`src/rtl/spell_mem_arbiter.sv`:
```
`default_nettype none
// ============================================================================
//  Module   : spell_mem_arbiter
//  Purpose  : Two-port (CPU / host-debug) arbiter in front of a single
//             handshake memory. One access at a time, round-robin on ties,
//             request fields captured at grant, per-access watchdog that
//             completes a stuck access with 8'hFF and an error flag.
//  Revision : 1.0  initial release
// ----------------------------------------------------------------------------
//  Parameters
//    TIMEOUT_W       watchdog width; an access times out after
//                    2^TIMEOUT_W-1 grant cycles without mem_data_ready
//  Ports
//    clk, rst_n      clock (rising edge), synchronous active-low reset
//    cpu_req         CPU request level, held until cpu_ack
//    cpu_addr/wdata  CPU address / write data (8 bit)
//    cpu_type_data   CPU space select: 1 = data, 0 = code
//    cpu_write       CPU write enable
//    cpu_rdata       CPU read data register (holds until next completion)
//    cpu_ack         one-cycle completion pulse
//    cpu_err         timeout flag, updated with each cpu_ack
//    host_*          same set for the host/debug port
//    mem_select      high while an access is presented to memory
//    mem_write       write strobe, only while mem_select is high
//    mem_type_data   space select of the current access
//    mem_addr        address of the current access
//    mem_data_in     write data of the current access
//    mem_data_out    read data from memory
//    mem_data_ready  memory completion, valid while mem_select is high
//    busy            arbiter is not idle
// ============================================================================
module spell_mem_arbiter #(
    parameter int TIMEOUT_W = 10
) (
    input  logic       clk,
    input  logic       rst_n,

    input  logic       cpu_req,
    input  logic [7:0] cpu_addr,
    input  logic [7:0] cpu_wdata,
    input  logic       cpu_type_data,
    input  logic       cpu_write,
    output logic [7:0] cpu_rdata,
    output logic       cpu_ack,
    output logic       cpu_err,

    input  logic       host_req,
    input  logic [7:0] host_addr,
    input  logic [7:0] host_wdata,
    input  logic       host_type_data,
    input  logic       host_write,
    output logic [7:0] host_rdata,
    output logic       host_ack,
    output logic       host_err,

    output logic       mem_select,
    output logic       mem_write,
    output logic       mem_type_data,
    output logic [7:0] mem_addr,
    output logic [7:0] mem_data_in,
    input  logic [7:0] mem_data_out,
    input  logic       mem_data_ready,

    output logic       busy
);

    // ------------------------------------------------------------------------
    //  Constants
    // ------------------------------------------------------------------------
    // The counter holds the number of grant cycles already completed, so the
    // access has spent 2^TIMEOUT_W-1 cycles in grant when the counter reads
    // 2^TIMEOUT_W-2 at a clock edge. Comparing against that value lets the
    // counter stay TIMEOUT_W bits wide without ever wrapping.
    localparam logic [TIMEOUT_W-1:0] c_WD_LAST =
        TIMEOUT_W'((64'd1 << TIMEOUT_W) - 64'd2);

    localparam logic [7:0] c_TIMEOUT_DATA = 8'hFF;

    // ------------------------------------------------------------------------
    //  State machine
    // ------------------------------------------------------------------------
    typedef enum logic [1:0] {
        IDLE       = 2'd0,
        GRANT_CPU  = 2'd1,
        GRANT_HOST = 2'd2,
        RELEASE    = 2'd3
    } state_t;

    state_t r_state;
    state_t w_state_next;

    // ------------------------------------------------------------------------
    //  Registers
    // ------------------------------------------------------------------------
    // Captured request fields of the port being served
    logic [7:0]           r_addr;
    logic [7:0]           r_wdata;
    logic                 r_type_data;
    logic                 r_write;

    logic [TIMEOUT_W-1:0] r_wd_cnt;
    // 1 = host was served last, so a tie goes to the CPU
    logic                 r_last_host;

    logic [7:0]           r_cpu_rdata;
    logic                 r_cpu_ack;
    logic                 r_cpu_err;
    logic [7:0]           r_host_rdata;
    logic                 r_host_ack;
    logic                 r_host_err;

    // ------------------------------------------------------------------------
    //  Combinational control
    // ------------------------------------------------------------------------
    logic       w_grant_cpu;
    logic       w_grant_host;
    logic       w_in_grant;
    logic       w_wd_expired;
    logic       w_complete;
    logic [7:0] w_result_data;
    logic       w_result_err;

    assign w_in_grant   = (r_state == GRANT_CPU) || (r_state == GRANT_HOST);
    assign w_wd_expired = (r_wd_cnt == c_WD_LAST);

    // A ready memory always wins over an expiring watchdog in the same cycle.
    assign w_result_data = mem_data_ready ? mem_data_out : c_TIMEOUT_DATA;
    assign w_result_err  = ~mem_data_ready;

    always_comb begin
        w_state_next = r_state;
        w_grant_cpu  = 1'b0;
        w_grant_host = 1'b0;
        w_complete   = 1'b0;

        case (r_state)
            IDLE: begin
                // CPU takes the slot when alone, or on a tie after a host access
                if (cpu_req && (!host_req || r_last_host)) begin
                    w_state_next = GRANT_CPU;
                    w_grant_cpu  = 1'b1;
                end else if (host_req) begin
                    w_state_next = GRANT_HOST;
                    w_grant_host = 1'b1;
                end
            end

            GRANT_CPU, GRANT_HOST: begin
                if (mem_data_ready || w_wd_expired) begin
                    w_state_next = RELEASE;
                    w_complete   = 1'b1;
                end
            end

            RELEASE: begin
                // Single deselected cycle between any two accesses
                w_state_next = IDLE;
            end

            default: begin
                w_state_next = IDLE;
            end
        endcase
    end

    // ------------------------------------------------------------------------
    //  State register
    // ------------------------------------------------------------------------
    always_ff @(posedge clk) begin
        if (!rst_n) begin
            r_state <= IDLE;
        end else begin
            r_state <= w_state_next;
        end
    end

    // ------------------------------------------------------------------------
    //  Request capture and watchdog
    // ------------------------------------------------------------------------
    always_ff @(posedge clk) begin
        if (!rst_n) begin
            r_addr      <= 8'h00;
            r_wdata     <= 8'h00;
            r_type_data <= 1'b0;
            r_write     <= 1'b0;
            r_wd_cnt    <= '0;
        end else begin
            if (w_grant_cpu) begin
                r_addr      <= cpu_addr;
                r_wdata     <= cpu_wdata;
                r_type_data <= cpu_type_data;
                r_write     <= cpu_write;
                r_wd_cnt    <= '0;
            end else if (w_grant_host) begin
                r_addr      <= host_addr;
                r_wdata     <= host_wdata;
                r_type_data <= host_type_data;
                r_write     <= host_write;
                r_wd_cnt    <= '0;
            end else if (w_in_grant) begin
                r_wd_cnt    <= r_wd_cnt + TIMEOUT_W'(1);
            end
        end
    end

    // ------------------------------------------------------------------------
    //  Completion: read data, ack pulse, error flag, fairness pointer
    // ------------------------------------------------------------------------
    always_ff @(posedge clk) begin
        if (!rst_n) begin
            r_cpu_rdata  <= 8'h00;
            r_cpu_ack    <= 1'b0;
            r_cpu_err    <= 1'b0;
            r_host_rdata <= 8'h00;
            r_host_ack   <= 1'b0;
            r_host_err   <= 1'b0;
            r_last_host  <= 1'b1;
        end else begin
            // Acks are single-cycle pulses; rdata and err hold between them
            r_cpu_ack  <= 1'b0;
            r_host_ack <= 1'b0;

            if (w_complete) begin
                if (r_state == GRANT_CPU) begin
                    r_cpu_rdata <= w_result_data;
                    r_cpu_err   <= w_result_err;
                    r_cpu_ack   <= 1'b1;
                    r_last_host <= 1'b0;
                end else begin
                    r_host_rdata <= w_result_data;
                    r_host_err   <= w_result_err;
                    r_host_ack   <= 1'b1;
                    r_last_host  <= 1'b1;
                end
            end
        end
    end

    // ------------------------------------------------------------------------
    //  Outputs
    // ------------------------------------------------------------------------
    assign mem_select    = w_in_grant;
    assign mem_write     = r_write & w_in_grant;
    assign mem_type_data = r_type_data;
    assign mem_addr      = r_addr;
    assign mem_data_in   = r_wdata;

    assign cpu_rdata     = r_cpu_rdata;
    assign cpu_ack       = r_cpu_ack;
    assign cpu_err       = r_cpu_err;
    assign host_rdata    = r_host_rdata;
    assign host_ack      = r_host_ack;
    assign host_err      = r_host_err;

    assign busy          = (r_state != IDLE);

endmodule

`default_nettype wire

```
`config.mk`:
```
export PLATFORM = sky130hd
export DESIGN_NAME = spell_mem_arbiter
export DESIGN_NICKNAME = d
export VERILOG_FILES = /design/src/rtl/spell_mem_arbiter.sv
export SDC_FILE = /design/constraint.sdc
export NUM_CORES = 1
export LEC_CHECK = 0
export ABC_AREA = 1
export BUFFER_PORTS_ARGS = -buffer_cell sky130_fd_sc_hd__buf_2
export CORE_ASPECT_RATIO = 0.7
export CORE_MARGIN = 2
export CORE_UTILIZATION = 40
export DETAILED_ROUTE_END_ITERATION = 7
export PLACE_DENSITY = 0.79
export REMOVE_ABC_BUFFERS = 1
export SYNTH_ARGS = -nofsm -noshare
export SYNTH_HDL_FRONTEND = slang
export SYNTH_SLANG_ARGS = --single-unit
```
`constraint.sdc`:
```
create_clock -name clk -period 2.9 [get_ports clk]
set_input_delay 0.435 -clock clk [delete_from_list [all_inputs] [get_ports clk]]
set_output_delay 0.435 -clock clk [all_outputs]
set_load 0.05 [all_outputs]
```
Word level (Yosys, flattened, before mapping)

Cells that the tools add are included.

Bits in registers: 51
Input port bits: 49
Output and inout bits: 40
Word-level logic and storage cells: 60

$add $sub $neg: 1
Equality and inequality tests: 6
Muxes and demuxes: 22
Bitwise gates (word level): 4
Reductions and logical operators: 14

Operators by type and width:

| cell                  | count |
|---|---|
| $mux 8                | 5 |
| $mux 1                | 13 |
| $add 10x1->10 const B | 1 |
| $eq 10x10->1 const B  | 1 |
| $reduce_and 2->1      | 4 |
| $mux 2                | 3 |
| $pmux 2 s3            | 1 |
| $eq 2x2->1 const B    | 2 |
| $reduce_bool 2->1     | 2 |
| $logic_or 1x1->1      | 3 |
| $ne 3x3->1 const B    | 1 |
| $not 1->1             | 3 |
| $reduce_or 3->1       | 1 |
| $eq 2x1->1 const B    | 1 |
| $logic_not 2->1       | 1 |
| $ne 2x2->1 const B    | 1 |
| $reduce_or 2->1       | 1 |
| $and 1x1->1           | 1 |
| $logic_and 1x1->1     | 1 |
| $logic_not 1->1       | 1 |

Longest topological paths before layout

Depth after elaboration: 7
Depth in mapped cells: 11
Gate-level depth less buffers: 10

Least setup slack after synthesis

Ideal clock, no wire load.

Kind: register to output
Start point: reg r_state[0]
End point: out mem_write
Arrival: 1.856 ns
Required time: 2.465 ns
Setup slack: 0.609 ns
Stages on the path, launching flop included: 7
Buffers on the path: 2
Path through: dfxtp_1 -> inv_1 -> ha_1 -> clkbuf_2 -> clkbuf_1 -> nand2_1 -> inv_1

Cells in the longest elaborated chain, start to end: 3
Elaborated cells on any way between the ends: 4
Classes of those cells: 2 x eq/ne; 1 x bitwise; 1 x reduce/logical

RTL lines:

| element                                         | line | source |
|---|---|---|
| start: declaration                              | 89   | `state_t r_state;` |
| start signal: assignment                        | 173  | `r_state <= w_state_next;` |
| $eq 2x1->1 / $eq 2x2->1 (equally long branches) | 123  | `assign w_in_grant = (r_state == GRANT_CPU) \|\| (r_state == GRANT_HOST);` |
| $logic_or 1x1->1 *                              | 123  |  |
| named net mem_select                            | 56   | `output logic mem_select,` |
| $and 1x1->1 *                                   | 243  | `assign mem_write = r_write & w_in_grant;` |
| end: declaration                                | 57   | `output logic mem_write,` |

The timed path passes the listed nets; every way through them passes the cells marked *.

Final worst setup path

Start point: reg r_state[0]
End point: out mem_write

Cells in the longest elaborated chain, start to end: 3
Elaborated cells on any way between the ends: 4
Classes of those cells: 2 x eq/ne; 1 x bitwise; 1 x reduce/logical

RTL lines:

| element                                         | line |
|---|---|
| $eq 2x1->1 / $eq 2x2->1 (equally long branches) | 123 |
| $logic_or 1x1->1 *                              | 123 |
| $and 1x1->1 *                                   | 243 |

Mark *: on every way between the ends. The rest lies on a longest branch, timed or not.

==> flow_summary.json <==
{
  "grt.total_usage_pct": 16.7,
  "critical_path.n_buffers_inverters": 3,
  "timing.setup.critical_path_class": "reg -> out",
  "antenna_found_initial": 0,
  "rsz0062_at_grt": "no",
  "power.density_nw_per_um2": 1000,
  "min-delay-path-class": "in -> reg",
  "post_route_cell_area_sq_um": 2970,
  "routedWlPerCell_um": 11.6,
  "pin_count_of_the_biggest_net_entering_global_routing": 37,
  "achievable-frequency_mhz": 447,
  "place.port_buffers": 88,
  "die_y_um": 69.5,
  "tightestPinTransition_ns": 0.603,
  "detailedPlacementHpwl_mm": 4.33,
  "row_count": 23,
  "finalCritPeriodShare_pct": 77.2,
  "layout-drive-gt1-share_pct": 27.0,
  "synth-async-reset-ratio_pct": 0,
  "cts_tree": "yes",
  "critical_path_depth": 5,
  "detailedPlace.worstSlack_ns": 0.932,
  "cp_data_arrival_time_ns": 1.80,
  "finalHoldViolations": 0,
  "drt_wl_total_mm": 5.70,
  "placeable_area_sq_um": 5810,
  "clock_tree.buffer_depth": 2,
  "critical-path-slowest-cell": "ha_1",
  "cts_hold_repair.buffers": 0,
  "synth_top_cells_by_area": "dfxtp_1, nand2_1, inv_1, o211ai_1, nand4_1",
  "relSlewSlack_pct": 59.7,
  "detail_route.vias_per_cell": 4.84,
  "first_iter_violations": 119,
  "power.static_leakage_nw": 1.54,
  "synthDominantCellAreaShare_pct": 41.6,
  "cts.clk_slew.worst_paths_ns": 0.09,
  "critical-path-top-cell-by-count": "inv_1",
  "setup_viol_count_final": 0,
  "cap_violations": 0,
  "synth_cells": 336,
  "cts.repair_timing.setup_buffer_count": 0,
  "start_util_pct": 42.2,
  "setup-tns-final_ns": 0,
  "die_w_um": 97.6,
  "fin_worst_skew_ns": 0.00728,
  "area_growth_syn_to_layout_pct": 21.3,
  "postPlaceCellArea_sq_um": 2890,
  "clock_insertion_delay_worst_skew_ns": 0.31,
  "timing.hold.worst_path_depth": 3,
  "ant_nets": 0,
  "critical_path.endpoint_type": "output port",
  "post-route-worst-setup-slack_ns": 0.662,
  "rrSetupSlack_ns": 0.89,
  "dominantRegCellSynth": "dfxtp_1",
  "post_cts_resize_count": 0,
  "detail_route.first_pass.iterations": 4,
  "cts-buffers-inserted": 5,
  "synth_edf_count": 0,
  "design.die.area_sq_um": 6780,
  "grt_overflow": 0,
  "synth_seq_area_share_pct": 41.6,
  "cp_top_family": "adder cells",
  "max_slew_vio_count": 0,
  "timing.critical_path.slowest_cell_delay_ns": 0.63,
  "layout.filler_cells": 578,
  "ys_ff_latch": 51,
  "cp-start-kind": "flop",
  "cp.required_ns": 2.47,
  "syn_avg_cell_area_sq_um": 7.30,
  "timing.critical_path.fanout_max": 17,
  "min_period_ns": 2.24,
  "n_antenna_cell": 0,
  "yosysWarningCount": 0,
  "ys_types": 31,
  "ctsHtreeMaxLevel": 2,
  "clock_sinks": 51,
  "synth.cell_area_sq_um": 2450,
  "drt_drc_violations_left": 0,
  "route.vias.total": 2373,
  "netlist.top_cell.by_area": "dfxtp_1",
  "grt_pass1_vias": 2232,
  "grt_first_pass_wirelength_mm": 9.49,
  "crit_path_cell_trace": "inv_1 -> ha_1 -> nand2_1 -> inv_1 -> buf_2",
  "place.gp.congestion": 0.824,
  "clockRootBuffer": "clkbuf_8",
  "final_net_count": 468,
  "status": "completed",
  "ir_drop_uv": 429,
  "worst-r2r-cell-count": 6,
  "boundaryPins": 89
}
worst paths after layout:
kind                                    from        endpoint
worst max register to register    r_state[0]    cpu_rdata[4]
worst max-delay path              r_state[0]       mem_write
worst min register to register  cpu_rdata[2]    cpu_rdata[2]
worst min-delay path            cpu_wdata[1]  mem_data_in[1]
where the power goes:
group,total [W],internal [W],switching (W)
registers,0.000979,0.000885,0.0000936
clock network,0.000408,0.000170,0.000238
logic,0.00159,0.000373,0.00122
sequential cells by signal, indices dropped and copies added, names as in the netlist:
name           cells
cpu_err            1
host_ack           1
r_wd_cnt          10
mem_addr           8
mem_type_data      1
r_last_host        1
mem_data_in        8
cpu_rdata          8
host_err           1
r_write            1
cpu_ack            1
r_state            2
host_rdata         8
Yosys cell counts, types with 2 or more instances:
| cell | instances |
|---|---|
| a21oi_1 | 12 |
| a21oi_2 | 4 |
| a21oi_4 | 2 |
| buf_1 | 2 |
| buf_2 | 5 |
| buf_6 | 3 |
| clkbuf_1 | 6 |
| dfxtp_1 | 51 |
| ha_1 | 5 |
| inv_1 | 57 |
| nand2_1 | 83 |
| nand2_2 | 2 |
| nand3_1 | 19 |
| nand4_1 | 17 |
| nor2_1 | 14 |
| nor3_1 | 2 |
| o211ai_1 | 18 |
| o21ai_0 | 21 |
per-layer routing:
| metal | wire, um | track usage [%] | vias up |
|---|---|---|---|
| li1 | - | - | 1236 |
| met1 | 2670 | 21.1 | 1068 |
| met2 | 2640 | 27.9 | 63 |
| met3 | 327 | 4.54 | 6 |
| met4 | 60 | 5.56 | 0 |
| met5 | 0 | 0 | - |
worst register-to-register path, cell delays in order, from the launching register on:
cell     delay [ns]
dfxtp_1        0.37
inv_1          0.08
ha_1           0.63
inv_1          0.22
a21oi_4        0.32
nand2_4        0.17
a21oi_1        0.16
cells in the final DEF, fill, tap and decap left out:
| cell type | instances |
|---|---|
| nor3_1 | 2 |
| clkbuf_8 | 5 |
| dfxtp_1 | 51 |
| or2_2 | 1 |
| nand2_2 | 2 |
| buf_4 | 2 |
| o211ai_1 | 18 |
| clkinv_2 | 2 |
| and2_2 | 1 |
| ha_1 | 5 |
| a21boi_0 | 1 |
| a21oi_1 | 12 |
| nand3_1 | 19 |
| xor2_1 | 1 |
| a21oi_4 | 2 |
| inv_1 | 57 |
| inv_6 | 1 |
| a31o_2 | 1 |
| a21oi_2 | 4 |
| nand3_2 | 1 |
| nand2_1 | 83 |
| buf_2 | 88 |
| o21ai_1 | 1 |
| o31ai_1 | 1 |
| nand2_4 | 1 |
| nand4_1 | 17 |
| nor2_4 | 1 |
| nor2_1 | 14 |
| o21ai_0 | 21 |
final cells by class:
type	count	area [sq um]	area share [%]
Multi-Input combinational cell	209	1100	37.1
Sequential cell	51	1020	34.3
Timing Repair Buffer	90	455	15.3
Inverter	57	214	7.19
Tap cell	75	93.8	3.16
Clock buffer	5	68.8	2.31
Clock inverter	3	18.8	0.631
cell families (layout without fill, tap and decap cells):
logic type / after synthesis / after routing / share of synthesized area (%)
AOI/OAI and AO/OA: 61 / 61 / 16.2
adders and majority gates: 5 / 5 / 2.55
DFF: 51 / 51 / 41.6
and+or+nand+nor: 142 / 142 / 25.9
buffers and inverters: 76 / 155 / 13.4
xor gates and xnor gates: 1 / 1 / 0.357
stage by stage:
stage	power, W	hold slack [ns]	util [%]	std cells
after global routing	0.00317	0.458	51.2	490
after global placement	0.00255	0.432	49.7	482
after detailed placement	0.00259	0.433	49.7	482
after CTS	0.00299	0.431	51.2	490
final	0.00298	0.433	51.2	490
after floorplan	0.00219	0.435	-	317
(Power assumes the default switching activity.)
